[config.mk]
export PLATFORM = sky130hd
export DESIGN_NAME = i2s_line_in_rx
export DESIGN_NICKNAME = d
export VERILOG_FILES = /design/src/rtl/i2s_line_in_rx_pkg.sv /design/src/rtl/i2s_line_in_rx_edge_sync.sv /design/src/rtl/i2s_line_in_rx.sv
export SDC_FILE = /design/constraint.sdc
export NUM_CORES = 1
export LEC_CHECK = 0
export CAP_MARGIN = 0
export CORE_MARGIN = 2
export CORE_UTILIZATION = 45
export CTS_BUF_LIST = sky130_fd_sc_hd__clkbuf_8
export DETAILED_ROUTE_END_ITERATION = 7
export PLACE_DENSITY = 0.67
export REMOVE_ABC_BUFFERS = 1
export SLEW_MARGIN = 20
export SYNTH_ARGS = -nofsm -noshare
export SYNTH_HDL_FRONTEND = slang
export SYNTH_SLANG_ARGS = --single-unit
[constraint.sdc]
create_clock -name clk -period 4.9 [get_ports clk]
set_input_delay 0.98 -clock clk [delete_from_list [all_inputs] [get_ports clk]]
set_output_delay 0.98 -clock clk [all_outputs]
set_load 0.005 [all_outputs]
[src/rtl/i2s_line_in_rx_pkg.sv]
// Shared definitions for the I2S line-in receiver: FSM state encodings and
// channel identifiers carried on the LR clock.
package i2s_line_in_rx_pkg;

  typedef enum logic [1:0] {
    ST_IDLE  = 2'd0,
    ST_SHIFT = 2'd1,
    ST_HOLD  = 2'd2
  } rx_state_t;

  localparam logic I2S_CH_LEFT  = 1'b0;
  localparam logic I2S_CH_RIGHT = 1'b1;

endpackage

[src/rtl/i2s_line_in_rx_edge_sync.sv]
// Brings the codec-driven bclk/lr/sdata into the clk domain and flags each
// synchronised bclk rising edge. lr_s/sdata_s are registered alongside bedge
// so that they describe the line state at the moment of that edge.
module i2s_line_in_rx_edge_sync #(
  parameter int SYNC_STAGES = 2
) (
  input  logic clk,
  input  logic reset,
  input  logic bclk,
  input  logic lr,
  input  logic sdata,
  output logic bedge,
  output logic lr_s,
  output logic sdata_s
);

  logic [SYNC_STAGES-1:0] bclk_sync;
  logic [SYNC_STAGES-1:0] lr_sync;
  logic [SYNC_STAGES-1:0] sdata_sync;
  logic                   bclk_prev;

  // Synchroniser chains, identical depth so all three lines stay aligned
  always_ff @(posedge clk or posedge reset) begin
    if (reset) begin
      bclk_sync  <= '0;
      lr_sync    <= '0;
      sdata_sync <= '0;
    end else begin
      bclk_sync  <= {bclk_sync[SYNC_STAGES-2:0], bclk};
      lr_sync    <= {lr_sync[SYNC_STAGES-2:0], lr};
      sdata_sync <= {sdata_sync[SYNC_STAGES-2:0], sdata};
    end
  end

  // Rising-edge detect on synced bclk, with lr/sdata registered in step
  always_ff @(posedge clk or posedge reset) begin
    if (reset) begin
      bclk_prev <= 1'b0;
      bedge     <= 1'b0;
      lr_s      <= 1'b0;
      sdata_s   <= 1'b0;
    end else begin
      bclk_prev <= bclk_sync[SYNC_STAGES-1];
      bedge     <= bclk_sync[SYNC_STAGES-1] & ~bclk_prev;
      lr_s      <= lr_sync[SYNC_STAGES-1];
      sdata_s   <= sdata_sync[SYNC_STAGES-1];
    end
  end

endmodule

[src/rtl/i2s_line_in_rx.sv]
// I2S receiver for the ADAU1761 ADC stream. Deserialises left/right words
// from the oversampled I2S lines and presents each complete L+R pair with a
// one-cycle sample_valid strobe; short words raise a one-cycle frame_err.
// Optional left peak meter is built when I2S_RX_PEAK_EN is defined.
//
// state | meaning
// IDLE  | waiting for the first LR transition after reset
// SHIFT | capturing MSB-first bits of the current channel word
// HOLD  | word complete, remaining slot bits ignored until LR toggles
module i2s_line_in_rx
  import i2s_line_in_rx_pkg::*;
#(
  parameter int DATA_WIDTH  = 24,
  parameter int SYNC_STAGES = 2,
  parameter int PEAK_DECAY  = 256
) (
  input  logic                  clk,
  input  logic                  reset,
  input  logic                  i2s_bclk,
  input  logic                  i2s_lr,
  input  logic                  i2s_sdata,
  output logic [DATA_WIDTH-1:0] sample_l,
  output logic [DATA_WIDTH-1:0] sample_r,
  output logic                  sample_valid,
  output logic                  frame_err
`ifdef I2S_RX_PEAK_EN
  ,
  output logic [3:0]            peak_l
`endif
);

  localparam int CNT_W = (DATA_WIDTH > 1) ? $clog2(DATA_WIDTH) : 1;
  localparam logic [CNT_W-1:0] LAST_BIT = CNT_W'(DATA_WIDTH - 1);

  logic                  bedge;
  logic                  lr_s;
  logic                  sdata_s;
  logic                  lr_prev;
  logic                  lr_primed;
  logic                  lr_chg;
  rx_state_t             state;
  logic                  chan;
  logic [CNT_W-1:0]      bitcnt;
  logic [DATA_WIDTH-1:0] shreg;
  logic [DATA_WIDTH-1:0] shreg_next;
  logic [DATA_WIDTH-1:0] hold_l;
  logic                  l_ok;
  logic                  word_done;
  logic                  pair_done;

  i2s_line_in_rx_edge_sync #(
    .SYNC_STAGES(SYNC_STAGES)
  ) u_edge_sync (
    .clk    (clk),
    .reset  (reset),
    .bclk   (i2s_bclk),
    .lr     (i2s_lr),
    .sdata  (i2s_sdata),
    .bedge  (bedge),
    .lr_s   (lr_s),
    .sdata_s(sdata_s)
  );

  // The very first bedge only seeds lr_prev, so it can never look like a toggle
  assign lr_chg     = bedge & lr_primed & (lr_s != lr_prev);
  assign shreg_next = {shreg[DATA_WIDTH-2:0], sdata_s};
  assign word_done  = bedge & ~lr_chg & (state == ST_SHIFT) & (bitcnt == LAST_BIT);
  assign pair_done  = word_done & (chan != I2S_CH_LEFT) & l_ok;

  // LR history sampled on every bit-clock edge
  always_ff @(posedge clk or posedge reset) begin
    if (reset) begin
      lr_prev   <= 1'b0;
      lr_primed <= 1'b0;
    end else if (bedge) begin
      lr_prev   <= lr_s;
      lr_primed <= 1'b1;
    end
  end

  // Receive FSM: word capture, L/R pairing and registered outputs
  always_ff @(posedge clk or posedge reset) begin
    if (reset) begin
      state        <= ST_IDLE;
      chan         <= I2S_CH_LEFT;
      bitcnt       <= '0;
      shreg        <= '0;
      hold_l       <= '0;
      l_ok         <= 1'b0;
      sample_l     <= '0;
      sample_r     <= '0;
      sample_valid <= 1'b0;
      frame_err    <= 1'b0;
    end else begin
      sample_valid <= 1'b0;
      frame_err    <= 1'b0;
      if (lr_chg) begin
        // The toggle edge carries the previous word's LSB, so no bit is taken here
        if (state == ST_SHIFT) begin
          frame_err <= 1'b1;
          l_ok      <= 1'b0;
        end
        state  <= ST_SHIFT;
        chan   <= lr_s;
        bitcnt <= '0;
        shreg  <= '0;
      end else if (bedge && state == ST_SHIFT) begin
        shreg <= shreg_next;
        if (bitcnt == LAST_BIT) begin
          state <= ST_HOLD;
          if (chan == I2S_CH_LEFT) begin
            hold_l <= shreg_next;
            l_ok   <= 1'b1;
          end else begin
            if (l_ok) begin
              sample_l     <= hold_l;
              sample_r     <= shreg_next;
              sample_valid <= 1'b1;
            end
            l_ok <= 1'b0;
          end
        end else begin
          bitcnt <= bitcnt + CNT_W'(1);
        end
      end
    end
  end

`ifdef I2S_RX_PEAK_EN
  localparam int DEC_W = (PEAK_DECAY > 1) ? $clog2(PEAK_DECAY) : 1;
  localparam logic [DEC_W-1:0] DECAY_RELOAD = DEC_W'(PEAK_DECAY - 1);

  logic [DATA_WIDTH-1:0] mag_l;
  logic [3:0]            cand;
  logic [DEC_W-1:0]      decay_cnt;

  // Saturated magnitude of the left word about to be published
  always_comb begin
    mag_l = hold_l;
    if (hold_l[DATA_WIDTH-1]) begin
      if (hold_l == {1'b1, {(DATA_WIDTH-1){1'b0}}}) begin
        mag_l = {1'b0, {(DATA_WIDTH-1){1'b1}}};
      end else begin
        mag_l = -hold_l;
      end
    end
  end

  assign cand = mag_l[DATA_WIDTH-2 -: 4];

  // Peak hold with slow decay: one step down per PEAK_DECAY frames without a new max
  always_ff @(posedge clk or posedge reset) begin
    if (reset) begin
      peak_l    <= 4'd0;
      decay_cnt <= DECAY_RELOAD;
    end else if (pair_done) begin
      if (cand > peak_l) begin
        peak_l    <= cand;
        decay_cnt <= DECAY_RELOAD;
      end else if (decay_cnt == '0) begin
        if (peak_l != 4'd0) begin
          peak_l <= peak_l - 4'd1;
        end
        decay_cnt <= DECAY_RELOAD;
      end else begin
        decay_cnt <= decay_cnt - DEC_W'(1);
      end
    end
  end
`else
  logic unused_peak_cfg;
  logic unused_pair_done;
  assign unused_peak_cfg  = ^PEAK_DECAY;
  assign unused_pair_done = pair_done;
`endif

endmodule
* Word-level counts from Yosys, hierarchy flattened
Index checks and enable logic that the tools add are counted.
** Storage, ports and cells
- Word-level logic and storage cells :: 59
- Flip-flop bits (word level) :: 118
- Output and inout bits :: 50
- Bits of input ports :: 5
** Operators by class
- Multiplexer cells :: 20
- Reduce and logical (&&, ||, !) cells :: 8
- Bitwise gates (word level) :: 6
- Equality and inequality tests :: 5
- $add $sub $neg :: 1
** Operators by type and width (number)
- two-way mux 23 bit :: 2
- two-way mux 5 bit :: 3
- two-way mux 1 bit :: 12
- two-way mux 2 bit :: 3
- adder 5 x 1 -> 5 bit (second input constant) :: 1
- equality test 5 bit (second input constant) :: 1
- AND reduction 5 bit :: 1
- AND reduction 2 bit :: 2
- AND reduction 4 bit :: 1
- nonzero test 2 bit :: 2
- bitwise AND 1 bit :: 3
- inverter 1 bit :: 3
- AND reduction 3 bit :: 1
- equality test 2 x 1 -> 1 bit (second input constant) :: 1
- inequality test 2 x 1 -> 1 bit (second input constant) :: 1
- inequality test 2 bit (second input constant) :: 1
- logical AND 1 bit :: 1
- inequality test 1 bit :: 1

* Logic depth before layout (Yosys ltp)
- Depth in word-level cells :: 5
- Depth in mapped cells :: 7
- Mapped depth without buffers :: 5

* Modules after synthesis
From an unflattened synthesis, not the netlist that was laid out.
** Second synthesis, totals
- Cell total of the unflattened synthesis :: 369
- Area total of the unflattened synthesis :: 4504.3 um^2
** Modules (own cells, without submodules)
- i2s_line_in_rx :: times used 1, cells each 357, seq. area each 2702.6 um^2, area an instance 4236.6 um^2
- i2s_line_in_rx_edge_sync :: times used 1, cells each 12, seq. area each 250.2 um^2, area an instance 267.8 um^2

* Worst setup path after synthesis
No wires, ideal clock.
- Path kind :: reg2reg
- Start point :: register bitcnt[0]
- End point :: register sample_r[4]
- Cell stages (with the launch flop) :: 8
- Data arrival time :: 1754 ps
- Data required time :: 4773 ps
- Setup time :: 127 ps
- Buffers on the path :: 2
- Clock period less this slack :: 1881 ps
- Setup slack :: 3019 ps
- Path through :: dfrtp_1 ha_1 and4b_2 nand2_4 nor3_4 buf_6 buf_12 mux2_1
** On the way
- Cells in the longest elaborated chain, start to end :: 2
** Ends and longest elaborated chain
- from (decl) :: line i2s_line_in_rx.sv:43 : logic [CNT_W-1:0] bitcnt;
- from (signal assigned) :: line i2s_line_in_rx.sv:123 : bitcnt <= bitcnt + CNT_W'(1);
- equality test 5 bit :: line i2s_line_in_rx.sv:109 : if (bitcnt == LAST_BIT) begin
- AND reduction 5 bit (no source line)
- to (signal assigned) :: line i2s_line_in_rx.sv:117 : sample_r <= shreg_next;
- to (decl) :: line i2s_line_in_rx.sv:23 : output logic [DATA_WIDTH-1:0] sample_r,
Every way passes these cells.
A chain may end at the register's enable or synchronous reset.

* Final worst setup path
- Start point :: register state[1]
- End point :: register sample_l[21]
** On the way
- Cells in the longest elaborated chain, start to end :: 3
** Ends and longest elaborated chain
- from (decl) :: line i2s_line_in_rx.sv:41 : rx_state_t state;
- from (signal assigned) :: line i2s_line_in_rx.sv:84 : state <= ST_IDLE;
- from (signal assigned) :: line i2s_line_in_rx.sv:103 : state <= ST_SHIFT;
- from (signal assigned) :: line i2s_line_in_rx.sv:110 : state <= ST_HOLD;
- equality test 2 x 1 -> 1 bit :: line i2s_line_in_rx.sv:107 : end else if (bedge && state == ST_SHIFT) begin
- logical AND 1 bit :: line i2s_line_in_rx.sv:107
- AND reduction 5 bit (no source line)
- to (signal assigned) :: line i2s_line_in_rx.sv:116 : sample_l <= hold_l;
- to (decl) :: line i2s_line_in_rx.sv:22 : output logic [DATA_WIDTH-1:0] sample_l,
Every way passes these cells.

==> metrics.txt <==
maximum frequency from static timing analysis=404 MHz; Arr. time, crit path=2780 ps; DRC violation count after routing=0; clock power share=0.456; synthesis-to-finish area growth=23.6%; largest net degree at the start of global routing=between 80 and 90; post-route core utilization=0.573; cell-internal power=1580 uW; initial core utilization=0.464; multiplexer share of the synthesized area=0.199; worst-case reg-to-reg path depth=7; routed wire length per instance=14.5 um; XOR/XNOR share of the synthesized area=0.00773; post-synthesis share of cell area spent on and, or, nand and nor gates=0.0765; leading area contributor after synthesis=sky130_fd_sc_hd__dfrtp_1; crit path launch type=flip-flop; Num Clock Sinks=118; commonest cells after routing, fill and taps aside=sky130_fd_sc_hd__dfrtp_1, sky130_fd_sc_hd__clkdlybuf4s50_1, sky130_fd_sc_hd__mux2_2; Inserted Clock Buffers=17; post-synthesis share of cell area spent on full adders, half adders and majority gates=0.00276; Root Buffer Master=sky130_fd_sc_hd__clkbuf_8; Max-Cap Viols=0; Max FO, Critical Path=29; CP startpoint=state[1]$_DFFE_PP0P_; post-synthesis average cell area=~14 um^2; number of filler cells placed in the layout=825; R2R Setup Slk=2430 ps; length of the first detailed-routing pass in iterations=5; via count of the first global-routing pass=2570; flops & latches, synth=118; part of the Yosys area used for sequential elements=0.652; switching power share of the total=0.226; number of placed I/O pins=between 50 and 60; RD Place Congestion=0.743; pwr/cell area=364 nW/um^2; number of max-slew violations in the final report=0; core outline area=between 9000 and 10000 um^2; clk slew on worst S/H paths=about 70 ps; leading cell type in the layout, fill and taps excluded=sky130_fd_sc_hd__dfrtp_1; number of hold buffers added after cts=0; shortest clock period the worst path allows after layout=about 2500 ps; list of cells traversed by the critical path=and3b_1 -> buf_4 -> nand2_4 -> nor3_4 -> buf_6 -> buf_12 -> mux2_2; endpoint of the most critical register-to-register path=sample_l[21]$_DFFE_PP0P_; Final Cycle Share=0.505; compound-gate portion of the synthesized area=0.0337; total of buffers placed on input and output ports=54; Fin. Hold Viols=0; kind of critical path=reg2reg; portion of total power attributed to sequential cells=0.505; later-pin clock latency in the skew report=420 ps; via total after detailed routing=roughly 2600; final WL=7.62 mm; post-synth cell types=31; post-route ant nets=0; result of the run=complete, no violations; number of H-tree levels=4; largest stage delay on the critical path=460 ps; end point of the critical path=sample_l[21]$_DFFE_PP0P_; final global-route overflow total=0; all-layer global routing usage=0.151; Tightest Pin Transition=984 ps; Clock Path Buffers=2; Post-Syn Area=4530 um^2; Slew headroom=0.342; CP max-delay cell=sky130_fd_sc_hd__nor3_4; proportion of layout cells with a drive suffix above 1=0.289; combinational power share=0.039; Max IR drop VDD=0.204 mV; count of warnings emitted by yosys=0; setup repair after global routing missed its margin=false; total net switching power=around 460 uW; final setup slack of the worst path=~2400 ps; critical path endpoint category=flip-flop; accumulated negative setup slack=0 ps; die boundary width=104 um; global-route wire length before repair=12.9 mm; number of buffers inserted to repair setup after CTS=0; Detailed Place HPWL=between 4 and 5 mm; Min Hold Slack=around 350 ps; Vert. Die Dim=~100 um; drt via density=4.87; Lkg Pwr=0.00262 uW; worst slack at placement=2070 ps; clock tree from TritonCTS=built; Final setup viols=0; Mapped Cells=315; antenna violations before repair=0; largest cells by area after synthesis=sky130_fd_sc_hd__dfrtp_1, sky130_fd_sc_hd__mux2_2, sky130_fd_sc_hd__mux2_4, sky130_fd_sc_hd__nand2_1, sky130_fd_sc_hd__a21oi_1; diodes inserted=0; Worst R2R Start=state[1]$_DFFE_PP0P_; main combinational cell family by area after synthesis=multiplexers; Required @ worst endpoint=approximately 5200 ps; number of nets at the end of the flow=roughly 380; Hold WC Path Type=reg2reg; post-synth top area share=0.652; initial DRC count=128; full die area=10900 um^2; cell row count=36; Clock Skew=approximately 8.5 ps; post-CTS resize count=0
-- synth_stat cells (all sizes together) --
library cell / number
inv: 1
nand2: 50
nand3b: 1
ha: 1
nand4: 1
buf: 10
nand2b: 1
dfrtp: 118
o21ai: 2
nor2: 4
and4b: 1
mux2: 74
nand4b: 1
a21o: 1
and3b: 2
clkbuf: 6
nor3: 3
nand3: 3
or2: 1
xor2: 4
a21oi: 27
nor2b: 1
and3: 1
or4: 1
-- sequential cells by signal, summed over array words and instances, names as in the netlist --
| signal | count |
|---|---|
| hold_l | 24 |
| sample_l | 24 |
| sample_r | 24 |
| shreg | 23 |
| bitcnt | 5 |
| state | 2 |
| u_edge_sync.bclk_sync | 2 |
| u_edge_sync.lr_sync | 2 |
| u_edge_sync.sdata_sync | 2 |
| chan | 1 |
| frame_err | 1 |
| l_ok | 1 |
| lr_prev | 1 |
| lr_primed | 1 |
| sample_valid | 1 |
| u_edge_sync.bclk_prev | 1 |
| u_edge_sync.bedge | 1 |
| u_edge_sync.lr_s | 1 |
| u_edge_sync.sdata_s | 1 |
-- kinds of logic after synthesis --
| family | count (synthesis) |
|---|---|
| flops | 118 |
| mux | 74 |
| simple gates | 71 |
| compound gates | 30 |
| buf+inv | 17 |
| xor+xnor | 4 |
| fa+ha+maj | 1 |
-- metrics by stage --
stage | power (uW) | cell area (um^2) | instances
after global placement | 1130 | 5160 | 491
after CTS | 2070 | 5590 | 523
after detailed placement | 1130 | 5160 | 491
final | 2040 | 5600 | 524
after floorplan | 1100 | 4400 | 299
after global routing | 2130 | 5600 | 524
-- cell type report --
| type | instances | area (um^2) | share of cell area |
|---|---|---|---|
| Multi-Input combinational cell | 180 | 1450 | 0.259 |
| Timing Repair Buffer | 60 | 602 | 0.107 |
| Sequential cell | 118 | 2950 | 0.527 |
| Clock buffer | 17 | 234 | 0.0418 |
| Clock inverter | 15 | 188 | 0.0335 |
| Inverter | 1 | 8.76 | 0.00156 |
| Tap cell | 133 | 166 | 0.0297 |
-- layer usage --
metal / global-route usage / routed length (um) / share of wire
met5: 0 / 0 / 0
met4: 0.0734 / 129 / 0.017
met3: 0.0470 / 265 / 0.035
met2: 0.214 / 3500 / 0.46
met1: 0.210 / 3720 / 0.49
-- worst min-delay path by stage --
stage	start	depth (start not counted)	endpoint	slack (ps)
floorplan	u_edge_sync.bclk_sync[0]$_DFF_PP0_	0	u_edge_sync.bclk_sync[1]$_DFF_PP0_	330
global placement	u_edge_sync.sdata_sync[1]$_DFF_PP0_	0	u_edge_sync.sdata_s$_DFF_PP0_	330
detailed placement	u_edge_sync.lr_sync[0]$_DFF_PP0_	0	u_edge_sync.lr_sync[1]$_DFF_PP0_	330
CTS	u_edge_sync.lr_sync[1]$_DFF_PP0_	0	u_edge_sync.lr_s$_DFF_PP0_	350
global route	u_edge_sync.lr_sync[0]$_DFF_PP0_	0	u_edge_sync.lr_sync[1]$_DFF_PP0_	360
finish	u_edge_sync.lr_sync[1]$_DFF_PP0_	0	u_edge_sync.lr_s$_DFF_PP0_	350
-- power by group through the flow --
stage	Sequential [uW]	Combinational (uW)	Clock (uW)
2_1_floorplan	1040	58.5	0
3_3_place_gp	1050	78.6	0
3_5_place_dp	1050	81.2	0
4_1_cts	1030	81.3	955
5_1_grt	1030	91.7	1000
6_report	1030	79.4	930
-- critical path, delay by kind of cell (launching register included) --
kind	cells	cell delay, ps
mux	1	360
buf+inv	3	800
flops	1	390
simple gates	3	790
No activity file was read; power rests on OpenSTA's default activity.
